<file path="src/rtl/execute_mul_unit_pkg.sv">
// Shared types for the RV32M multiply execution lane: issue/write-back packs,
// feedback channels and the operation encodings they carry.
package execute_mul_unit_pkg;

    localparam int MUL_UNIT_NUM        = 1;
    localparam int XLEN                = 32;
    localparam int ARCH_REG_ID_WIDTH   = 5;
    localparam int PHY_REG_ID_WIDTH    = 6;
    localparam int ROB_ID_WIDTH        = 4;
    localparam int CHECKPOINT_ID_WIDTH = 3;
    localparam int CSR_ADDR_WIDTH      = 12;

    typedef enum logic [1:0] {
        arg_src_reg     = 2'd0,
        arg_src_imm     = 2'd1,
        arg_src_disable = 2'd2
    } arg_src_t;

    typedef enum logic [3:0] {
        op_alu    = 4'd0,
        op_branch = 4'd1,
        op_jump   = 4'd2,
        op_load   = 4'd3,
        op_store  = 4'd4,
        op_csr    = 4'd5,
        op_mul    = 4'd6,
        op_div    = 4'd7
    } op_t;

    typedef enum logic [2:0] {
        op_unit_alu = 3'd0,
        op_unit_bru = 3'd1,
        op_unit_csr = 3'd2,
        op_unit_mul = 3'd3,
        op_unit_lsu = 3'd4
    } op_unit_t;

    // Encodings 4..7 are not multiply operations and yield a zero result.
    typedef enum logic [2:0] {
        mul_op_mul    = 3'd0,
        mul_op_mulh   = 3'd1,
        mul_op_mulhsu = 3'd2,
        mul_op_mulhu  = 3'd3
    } mul_op_t;

    typedef enum logic [3:0] {
        instruction_address_misaligned = 4'd0,
        instruction_access_fault       = 4'd1,
        illegal_instruction            = 4'd2,
        breakpoint                     = 4'd3,
        load_address_misaligned        = 4'd4,
        load_access_fault              = 4'd5
    } riscv_exception_t;

    typedef struct packed {
        mul_op_t mul_op;
    } sub_op_t;

    typedef struct packed {
        logic                           enable;
        logic [31:0]                    value;
        logic                           valid;
        logic [ROB_ID_WIDTH-1:0]        rob_id;
        logic [XLEN-1:0]                pc;
        logic [XLEN-1:0]                imm;
        logic                           has_exception;
        riscv_exception_t               exception_id;
        logic [XLEN-1:0]                exception_value;
        logic                           predicted;
        logic                           predicted_jump;
        logic [XLEN-1:0]                predicted_next_pc;
        logic                           checkpoint_id_valid;
        logic [CHECKPOINT_ID_WIDTH-1:0] checkpoint_id;
        logic [ARCH_REG_ID_WIDTH-1:0]   rs1;
        arg_src_t                       arg1_src;
        logic                           rs1_need_map;
        logic [PHY_REG_ID_WIDTH-1:0]    rs1_phy;
        logic [XLEN-1:0]                src1_value;
        logic                           src1_loaded;
        logic [ARCH_REG_ID_WIDTH-1:0]   rs2;
        arg_src_t                       arg2_src;
        logic                           rs2_need_map;
        logic [PHY_REG_ID_WIDTH-1:0]    rs2_phy;
        logic [XLEN-1:0]                src2_value;
        logic                           src2_loaded;
        logic [ARCH_REG_ID_WIDTH-1:0]   rd;
        logic                           rd_enable;
        logic                           need_rename;
        logic [PHY_REG_ID_WIDTH-1:0]    rd_phy;
        logic [CSR_ADDR_WIDTH-1:0]      csr;
        op_t                            op;
        op_unit_t                       op_unit;
        sub_op_t                        sub_op;
    } issue_execute_pack_t;

    typedef struct packed {
        logic                           enable;
        logic [31:0]                    value;
        logic                           valid;
        logic [ROB_ID_WIDTH-1:0]        rob_id;
        logic [XLEN-1:0]                pc;
        logic [XLEN-1:0]                imm;
        logic                           has_exception;
        riscv_exception_t               exception_id;
        logic [XLEN-1:0]                exception_value;
        logic                           predicted;
        logic                           predicted_jump;
        logic [XLEN-1:0]                predicted_next_pc;
        logic                           checkpoint_id_valid;
        logic [CHECKPOINT_ID_WIDTH-1:0] checkpoint_id;
        logic                           bru_jump;
        logic [XLEN-1:0]                bru_next_pc;
        logic [ARCH_REG_ID_WIDTH-1:0]   rs1;
        arg_src_t                       arg1_src;
        logic                           rs1_need_map;
        logic [PHY_REG_ID_WIDTH-1:0]    rs1_phy;
        logic [XLEN-1:0]                src1_value;
        logic                           src1_loaded;
        logic [ARCH_REG_ID_WIDTH-1:0]   rs2;
        arg_src_t                       arg2_src;
        logic                           rs2_need_map;
        logic [PHY_REG_ID_WIDTH-1:0]    rs2_phy;
        logic [XLEN-1:0]                src2_value;
        logic                           src2_loaded;
        logic [ARCH_REG_ID_WIDTH-1:0]   rd;
        logic                           rd_enable;
        logic                           need_rename;
        logic [PHY_REG_ID_WIDTH-1:0]    rd_phy;
        logic [XLEN-1:0]                rd_value;
        logic [CSR_ADDR_WIDTH-1:0]      csr;
        logic                           csr_newvalue_valid;
        logic [XLEN-1:0]                csr_newvalue;
        op_t                            op;
        op_unit_t                       op_unit;
        sub_op_t                        sub_op;
    } execute_wb_pack_t;

    typedef struct packed {
        logic                        enable;
        logic [PHY_REG_ID_WIDTH-1:0] phy_id;
        logic [XLEN-1:0]             value;
    } execute_feedback_channel_t;

    typedef struct packed {
        logic enable;
        logic flush;
    } commit_feedback_pack_t;

    // rs1 is sign-extended for mulh and mulhsu.
    function automatic logic mul_src1_signed(input mul_op_t op);
        return (op == mul_op_mulh) || (op == mul_op_mulhsu);
    endfunction

    // rs2 is sign-extended only for mulh.
    function automatic logic mul_src2_signed(input mul_op_t op);
        return (op == mul_op_mulh);
    endfunction

endpackage

</file>
<file path="src/rtl/execute_mul_unit_if.sv">
// Bundle between the multiply lane and its neighbours: issue FIFO head,
// commit feedback, write-back port and execute feedback broadcast.
// Handshake: the FIFO head is consumed in any cycle where pop is high; pop is
// only raised when data_out_valid is high. The write-back port has no ready and
// accepts every cycle in which we is high.
interface execute_mul_unit_if;
    import execute_mul_unit_pkg::*;

    issue_execute_pack_t       issue_mul_fifo_data_out;
    logic                      issue_mul_fifo_data_out_valid;
    logic                      issue_mul_fifo_pop;
    execute_wb_pack_t          mul_wb_port_data_in;
    logic                      mul_wb_port_we;
    logic                      mul_wb_port_flush;
    execute_feedback_channel_t mul_execute_channel_feedback_pack;
    commit_feedback_pack_t     commit_feedback_pack;

    // Environment side: drives the FIFO head and commit feedback.
    modport master (
        output issue_mul_fifo_data_out,
        output issue_mul_fifo_data_out_valid,
        input  issue_mul_fifo_pop,
        input  mul_wb_port_data_in,
        input  mul_wb_port_we,
        input  mul_wb_port_flush,
        input  mul_execute_channel_feedback_pack,
        output commit_feedback_pack
    );

    // Execute-unit side.
    modport slave (
        input  issue_mul_fifo_data_out,
        input  issue_mul_fifo_data_out_valid,
        output issue_mul_fifo_pop,
        output mul_wb_port_data_in,
        output mul_wb_port_we,
        output mul_wb_port_flush,
        output mul_execute_channel_feedback_pack,
        input  commit_feedback_pack
    );

endinterface

</file>
<file path="src/rtl/execute_mul_unit_mul_core.sv">
// 33x33 signed multiplier: each operand gets a 33rd bit that is its sign bit
// or zero depending on the op, so one signed multiply covers all four RV32M
// multiply flavours.
module execute_mul_unit_mul_core
    import execute_mul_unit_pkg::*;
(
    input  logic [XLEN-1:0] src1_i,
    input  logic [XLEN-1:0] src2_i,
    input  mul_op_t         mul_op_i,
    output logic [XLEN-1:0] result_o
);

    logic signed [32:0] src1_ext;
    logic signed [32:0] src2_ext;
    logic signed [63:0] product;

    // Extend operands per op, multiply, and pick the low or high word.
    always_comb begin
        src1_ext = {mul_src1_signed(mul_op_i) & src1_i[31], src1_i};
        src2_ext = {mul_src2_signed(mul_op_i) & src2_i[31], src2_i};
        product  = 64'(src1_ext) * 64'(src2_ext);
        result_o = '0;
        case (mul_op_i)
            mul_op_mul:    result_o = product[31:0];
            mul_op_mulh:   result_o = product[63:32];
            mul_op_mulhsu: result_o = product[63:32];
            mul_op_mulhu:  result_o = product[63:32];
            default:       result_o = '0;
        endcase
    end

endmodule

</file>
<file path="src/rtl/execute_mul_unit.sv">
// Single-cycle RV32M multiply lane. Pops the issue FIFO head whenever one is
// present and no flush is pending, and hands the finished pack to write-back
// and the execute feedback channel in the same cycle. No internal state.
module execute_mul_unit
    import execute_mul_unit_pkg::*;
(
    input logic               clk,
    input logic               rst,
    execute_mul_unit_if.slave mul_if
);

    issue_execute_pack_t pack_in;
    execute_wb_pack_t    wb;
    logic                flush_req;
    logic                pop;
    logic                fb_enable;
    logic [XLEN-1:0]     mul_result;

    assign pack_in = mul_if.issue_mul_fifo_data_out;

    execute_mul_unit_mul_core u_mul_core (
        .src1_i   (pack_in.src1_value),
        .src2_i   (pack_in.src2_value),
        .mul_op_i (pack_in.sub_op.mul_op),
        .result_o (mul_result)
    );

    // Handshake control: flush beats a valid head, reset silences everything.
    always_comb begin
        flush_req = mul_if.commit_feedback_pack.enable & mul_if.commit_feedback_pack.flush;
        pop       = !rst & !flush_req & mul_if.issue_mul_fifo_data_out_valid;
        mul_if.issue_mul_fifo_pop = pop;
        mul_if.mul_wb_port_we     = pop;
        mul_if.mul_wb_port_flush  = !rst & flush_req;
    end

    // Build the write-back pack: copy the issue pack, clear branch/CSR results,
    // and attach the multiply result only for a live, non-faulting instruction.
    always_comb begin
        wb = '0;
        if (pop) begin
            wb.enable              = pack_in.enable;
            wb.value               = pack_in.value;
            wb.valid               = pack_in.valid;
            wb.rob_id              = pack_in.rob_id;
            wb.pc                  = pack_in.pc;
            wb.imm                 = pack_in.imm;
            wb.has_exception       = pack_in.has_exception;
            wb.exception_id        = pack_in.exception_id;
            wb.exception_value     = pack_in.exception_value;
            wb.predicted           = pack_in.predicted;
            wb.predicted_jump      = pack_in.predicted_jump;
            wb.predicted_next_pc   = pack_in.predicted_next_pc;
            wb.checkpoint_id_valid = pack_in.checkpoint_id_valid;
            wb.checkpoint_id       = pack_in.checkpoint_id;
            wb.rs1                 = pack_in.rs1;
            wb.arg1_src            = pack_in.arg1_src;
            wb.rs1_need_map        = pack_in.rs1_need_map;
            wb.rs1_phy             = pack_in.rs1_phy;
            wb.src1_value          = pack_in.src1_value;
            wb.src1_loaded         = pack_in.src1_loaded;
            wb.rs2                 = pack_in.rs2;
            wb.arg2_src            = pack_in.arg2_src;
            wb.rs2_need_map        = pack_in.rs2_need_map;
            wb.rs2_phy             = pack_in.rs2_phy;
            wb.src2_value          = pack_in.src2_value;
            wb.src2_loaded         = pack_in.src2_loaded;
            wb.rd                  = pack_in.rd;
            wb.rd_enable           = pack_in.rd_enable;
            wb.need_rename         = pack_in.need_rename;
            wb.rd_phy              = pack_in.rd_phy;
            wb.csr                 = pack_in.csr;
            wb.op                  = pack_in.op;
            wb.op_unit             = pack_in.op_unit;
            wb.sub_op              = pack_in.sub_op;
            wb.bru_jump            = 1'b0;
            wb.bru_next_pc         = '0;
            wb.csr_newvalue_valid  = 1'b0;
            wb.csr_newvalue        = '0;
            if (pack_in.enable & pack_in.valid & !pack_in.has_exception) begin
                wb.rd_value = mul_result;
            end
        end
        mul_if.mul_wb_port_data_in = wb;
    end

    // Broadcast the renamed destination so waiting consumers can wake up.
    always_comb begin
        fb_enable = wb.enable & wb.valid & wb.rd_enable & wb.need_rename;
        mul_if.mul_execute_channel_feedback_pack.enable = fb_enable;
        mul_if.mul_execute_channel_feedback_pack.phy_id = fb_enable ? wb.rd_phy : '0;
        mul_if.mul_execute_channel_feedback_pack.value  = fb_enable ? wb.rd_value : '0;
    end

    // Reset must hold the FIFO untouched.
    a_no_pop_in_reset : assert property (@(posedge clk) rst |-> !mul_if.issue_mul_fifo_pop);

endmodule

</file>
<file path="src/flat_wrapper.sv">
// flat-port wrapper written by rule: the top's interface ports become plain ports
module execute_mul_unit_flat import execute_mul_unit_pkg::*;
  (clk, rst, mul_if_issue_mul_fifo_data_out, mul_if_issue_mul_fifo_data_out_valid, mul_if_issue_mul_fifo_pop, mul_if_mul_wb_port_data_in, mul_if_mul_wb_port_we, mul_if_mul_wb_port_flush, mul_if_mul_execute_channel_feedback_pack, mul_if_commit_feedback_pack);
  execute_mul_unit_if mul_if_i ();
  input logic clk;
  input logic rst;
  input wire logic [$bits(mul_if_i.issue_mul_fifo_data_out)-1:0] mul_if_issue_mul_fifo_data_out;
  input wire logic [$bits(mul_if_i.issue_mul_fifo_data_out_valid)-1:0] mul_if_issue_mul_fifo_data_out_valid;
  output wire logic [$bits(mul_if_i.issue_mul_fifo_pop)-1:0] mul_if_issue_mul_fifo_pop;
  output wire logic [$bits(mul_if_i.mul_wb_port_data_in)-1:0] mul_if_mul_wb_port_data_in;
  output wire logic [$bits(mul_if_i.mul_wb_port_we)-1:0] mul_if_mul_wb_port_we;
  output wire logic [$bits(mul_if_i.mul_wb_port_flush)-1:0] mul_if_mul_wb_port_flush;
  output wire logic [$bits(mul_if_i.mul_execute_channel_feedback_pack)-1:0] mul_if_mul_execute_channel_feedback_pack;
  input wire logic [$bits(mul_if_i.commit_feedback_pack)-1:0] mul_if_commit_feedback_pack;
  assign mul_if_i.issue_mul_fifo_data_out = mul_if_issue_mul_fifo_data_out;
  assign mul_if_i.issue_mul_fifo_data_out_valid = mul_if_issue_mul_fifo_data_out_valid;
  assign mul_if_issue_mul_fifo_pop = mul_if_i.issue_mul_fifo_pop;
  assign mul_if_mul_wb_port_data_in = mul_if_i.mul_wb_port_data_in;
  assign mul_if_mul_wb_port_we = mul_if_i.mul_wb_port_we;
  assign mul_if_mul_wb_port_flush = mul_if_i.mul_wb_port_flush;
  assign mul_if_mul_execute_channel_feedback_pack = mul_if_i.mul_execute_channel_feedback_pack;
  assign mul_if_i.commit_feedback_pack = mul_if_commit_feedback_pack;
  execute_mul_unit u_core (.clk(clk), .rst(rst), .mul_if(mul_if_i));
endmodule
</file>
<file path="config.mk">
export PLATFORM = sky130hd
export DESIGN_NAME = execute_mul_unit_flat
export DESIGN_NICKNAME = d
export VERILOG_FILES = /design/src/rtl/execute_mul_unit_pkg.sv /design/src/rtl/execute_mul_unit_if.sv /design/src/rtl/execute_mul_unit_mul_core.sv /design/src/rtl/execute_mul_unit.sv /design/src/flat_wrapper.sv
export SDC_FILE = /design/constraint.sdc
export NUM_CORES = 2
export LEC_CHECK = 0
export CORE_AREA = 2 2 298 300
export DETAILED_ROUTE_END_ITERATION = 6
export DIE_AREA = 0 0 300 302
export PLACE_DENSITY = 0.77
export SYNTH_ARGS = -nofsm -noshare
export SYNTH_HDL_FRONTEND = slang
export SYNTH_SLANG_ARGS = --single-unit
</file>
<file path="constraint.sdc">
create_clock -name vclk -period 10.2
set_input_delay 1.02 -clock vclk [all_inputs]
set_output_delay 1.02 -clock vclk [all_outputs]
set_load 0.01 [all_outputs]
</file>
==> flow_metrics.env <==
export IMPL_cp_start_kind="input pin"
export IMPL_nClkBuffers=0
export IMPL_cp_required_ps=9180
export IMPL_drt_iter0_drc=3226
export IMPL_drive_gt1_frac=0.162
export IMPL_postCtsHoldBufs=0
export IMPL_crit_top_cell="fa_1"
export IMPL_hold_path_end="mul_if_mul_wb_port_data_in[77]"
export IMPL_synth_seq_area_share=0
export IMPL_grt_pass1_vias=39500
export IMPL_grt_max_degree=136
export IMPL_avgViaCountPerCell=5.37
export IMPL_fmax_mhz=98.7
export IMPL_status="complete, no violations"
export IMPL_start_util=0.476
export IMPL_synth_top_area_cell="fa_1"
export IMPL_die_area_um2=90600
export IMPL_critPathTopFamily="adder cells"
export IMPL_row_count=109
export IMPL_critPathCaptureType="primary output"
export IMPL_drv_cap=0
export IMPL_tightest_slew_ps=944
export IMPL_firstDrtPassIters=5
export IMPL_num_io_pins=757
export IMPL_slowest_delay_ps=590
export IMPL_critPathKind="in -> out"
export IMPL_yosys_area_top_type_share=0.541
export IMPL_hpwl_um=162000
export IMPL_num_vias=38100
export IMPL_synth_warnings=0
export IMPL_grt_pass1_wl_um=266000
export IMPL_gr_total_overflow=0
export IMPL_fin_nets=7553
export IMPL_globalRouteMet3Util=0.104
export IMPL_synth_area_per_cell_um2=8.63
export IMPL_final_cell_count_no_fill=7081
export IMPL_dp_cells=6972
export IMPL_use_met1=0.481
export IMPL_finalHoldViolCount=0
export IMPL_min_from="mul_if_issue_mul_fifo_data_out[2]"
export IMPL_postRouteAntennaNets=0
export IMPL_relSlewSlack=0.371
export IMPL_grt_util_met2=0.626
export IMPL_coreArea_um2=87600
export IMPL_area_delta_synth_final_pct=35.5
export IMPL_syn_area_um2=41700
export IMPL_critPathSlowestCell="fa_2"
export IMPL_die_y_um=302
export IMPL_rsz0062_at_grt="yes"
export IMPL_die_w_um=300
export IMPL_hold_depth=6
export IMPL_drv_slew=0
export IMPL_crit_arrival_ps=9110
export IMPL_synth_area_leaders="fa_1 (54%), inv_1 (11%), and2_1 (9.2%)"
export IMPL_min_period_over_period=0.993
export IMPL_placement_io_buffers=690
export IMPL_synth_cells=4829
export IMPL_regArea_um2=0
export IMPL_track_usage=0.410
export IMPL_timing_final_crit_period_ps=10130
export IMPL_gp_congestion=1.09
export IMPL_setup_violations=0
export IMPL_hold_path_class="in -> out"
export IMPL_antenna_found_initial=25
export IMPL_wire_per_inst_um=27.8
export IMPL_path_buf_inv=13
export IMPL_grt_busiest_layer="met2"
export IMPL_nFlopsAndLatches=0
export IMPL_drc_errors=0
export IMPL_critPathMaxFanout=13
export IMPL_drt_wl_total_um=197000
export IMPL_ys_types=86
Yosys cell counts (14+ instances only):
| master | n |
|---|---|
| nand2_1 | 829 |
| nor2_1 | 86 |
| nand4_1 | 18 |
| xor2_1 | 26 |
| o21ai_1 | 17 |
| a21o_1 | 25 |
| nand3_1 | 16 |
| a21oi_1 | 64 |
| inv_1 | 1184 |
| and2_1 | 611 |
| buf_4 | 73 |
| fa_1 | 1125 |
| ha_1 | 212 |
| clkbuf_1 | 275 |
| nor3_1 | 14 |
| xnor2_1 | 47 |
| o21ai_0 | 29 |
layout make-up:
class | count | area [um^2]
Multi-Input combinational cell | 3351 | 36800
Fill cell | 7023 | 31100
Timing Repair Buffer | 1368 | 13700
Inverter | 1184 | 4450
Tap cell | 1165 | 1460
Antenna cell | 13 | 32.5
metal layers:
layer	up-vias	wire, um
met3	673	23100
met2	2489	83800
met1	19100	65500
met4	16	24500
met5	-	139
li1	15800	-
cell usage in the layout, fill, tap and decap left out, types with 7 or more instances in the layout:
| master | instances |
|---|---|
| a21oi_2 | 24 |
| o21ai_1 | 17 |
| o21bai_1 | 11 |
| nand4_1 | 18 |
| or2_2 | 9 |
| dlygate4sd2_1 | 17 |
| conb_1 | 66 |
| xor2_1 | 22 |
| xnor2_1 | 42 |
| dlymetal6s2s_1 | 33 |
| nor3_2 | 7 |
| nand2_1 | 815 |
| o21ai_0 | 19 |
| clkdlybuf4s50_1 | 596 |
| nor2_1 | 77 |
| inv_1 | 1166 |
| buf_6 | 47 |
| buf_4 | 527 |
| and2_1 | 602 |
| and3_1 | 10 |
| and2_4 | 7 |
| fa_2 | 24 |
| inv_2 | 15 |
| nand2_2 | 13 |
| ha_4 | 20 |
| diode_2 | 13 |
| clkbuf_16 | 24 |
| ha_1 | 190 |
| a21o_1 | 25 |
| a21oi_1 | 38 |
| fa_1 | 1101 |
| o22ai_2 | 7 |
| buf_12 | 88 |
| nor2_2 | 7 |
| o21ai_2 | 11 |
| nand3_1 | 11 |
| clkbuf_2 | 23 |
how the worst max path moves through the flow:
stage	startpoint	to	slack, ps	cells past startpoint
after floorplan	mul_if_issue_mul_fifo_data_out[1]	mul_if_mul_execute_channel_feedback_pack[31]	80	27
after global placement	mul_if_issue_mul_fifo_data_out[1]	mul_if_mul_execute_channel_feedback_pack[24]	-710	33
after detailed placement	mul_if_issue_mul_fifo_data_out[1]	mul_if_mul_execute_channel_feedback_pack[24]	-910	34
after CTS	mul_if_issue_mul_fifo_data_out[114]	mul_if_mul_wb_port_data_in[84]	-40	34
after global routing	mul_if_issue_mul_fifo_data_out[1]	mul_if_mul_wb_port_data_in[84]	-160	35
final	mul_if_issue_mul_fifo_data_out[113]	mul_if_mul_wb_port_data_in[84]	70	32
kinds of logic (layout without fill, tap and decap cells):
kind of cell / Yosys count / in the layout / synth area share
buffers and inverters: 1543 / 2552 / 0.147
AOI/OAI and AO/OA: 231 / 231 / 0.0393
muxes: 3 / 3 / 0.000721
xor gates and xnor gates: 73 / 73 / 0.0153
other: 1 / 79 / 0.0000900
adders and majority gates: 1337 / 1337 / 0.604
and+or+nand+nor: 1641 / 1641 / 0.193
metrics by stage:
| step | utilization | hold WS (ps) | area (um^2) | setup TNS, ps | setup WS, ps |
|---|---|---|---|---|---|
| finish | 0.645 | 2900 | 56400 | 0 | 67.5 |
| floorplan | - | 2090 | 41900 | 0 | 77.0 |
| global route | 0.644 | 2920 | 56400 | -573 | -156 |
| detailed placement | 0.616 | 3020 | 53900 | -21430 | -910 |
| CTS | 0.626 | 3000 | 54800 | -69.5 | -39.8 |
| global placement | 0.616 | 3020 | 53900 | -16050 | -715 |
what timing repair did:
action                     4_1_cts  5_1_grt
gates resized for setup        208      248
pin swaps                       81      137
gates cloned                     3       24
setup buffers                   30       43
setup endpoints to repair       56       60
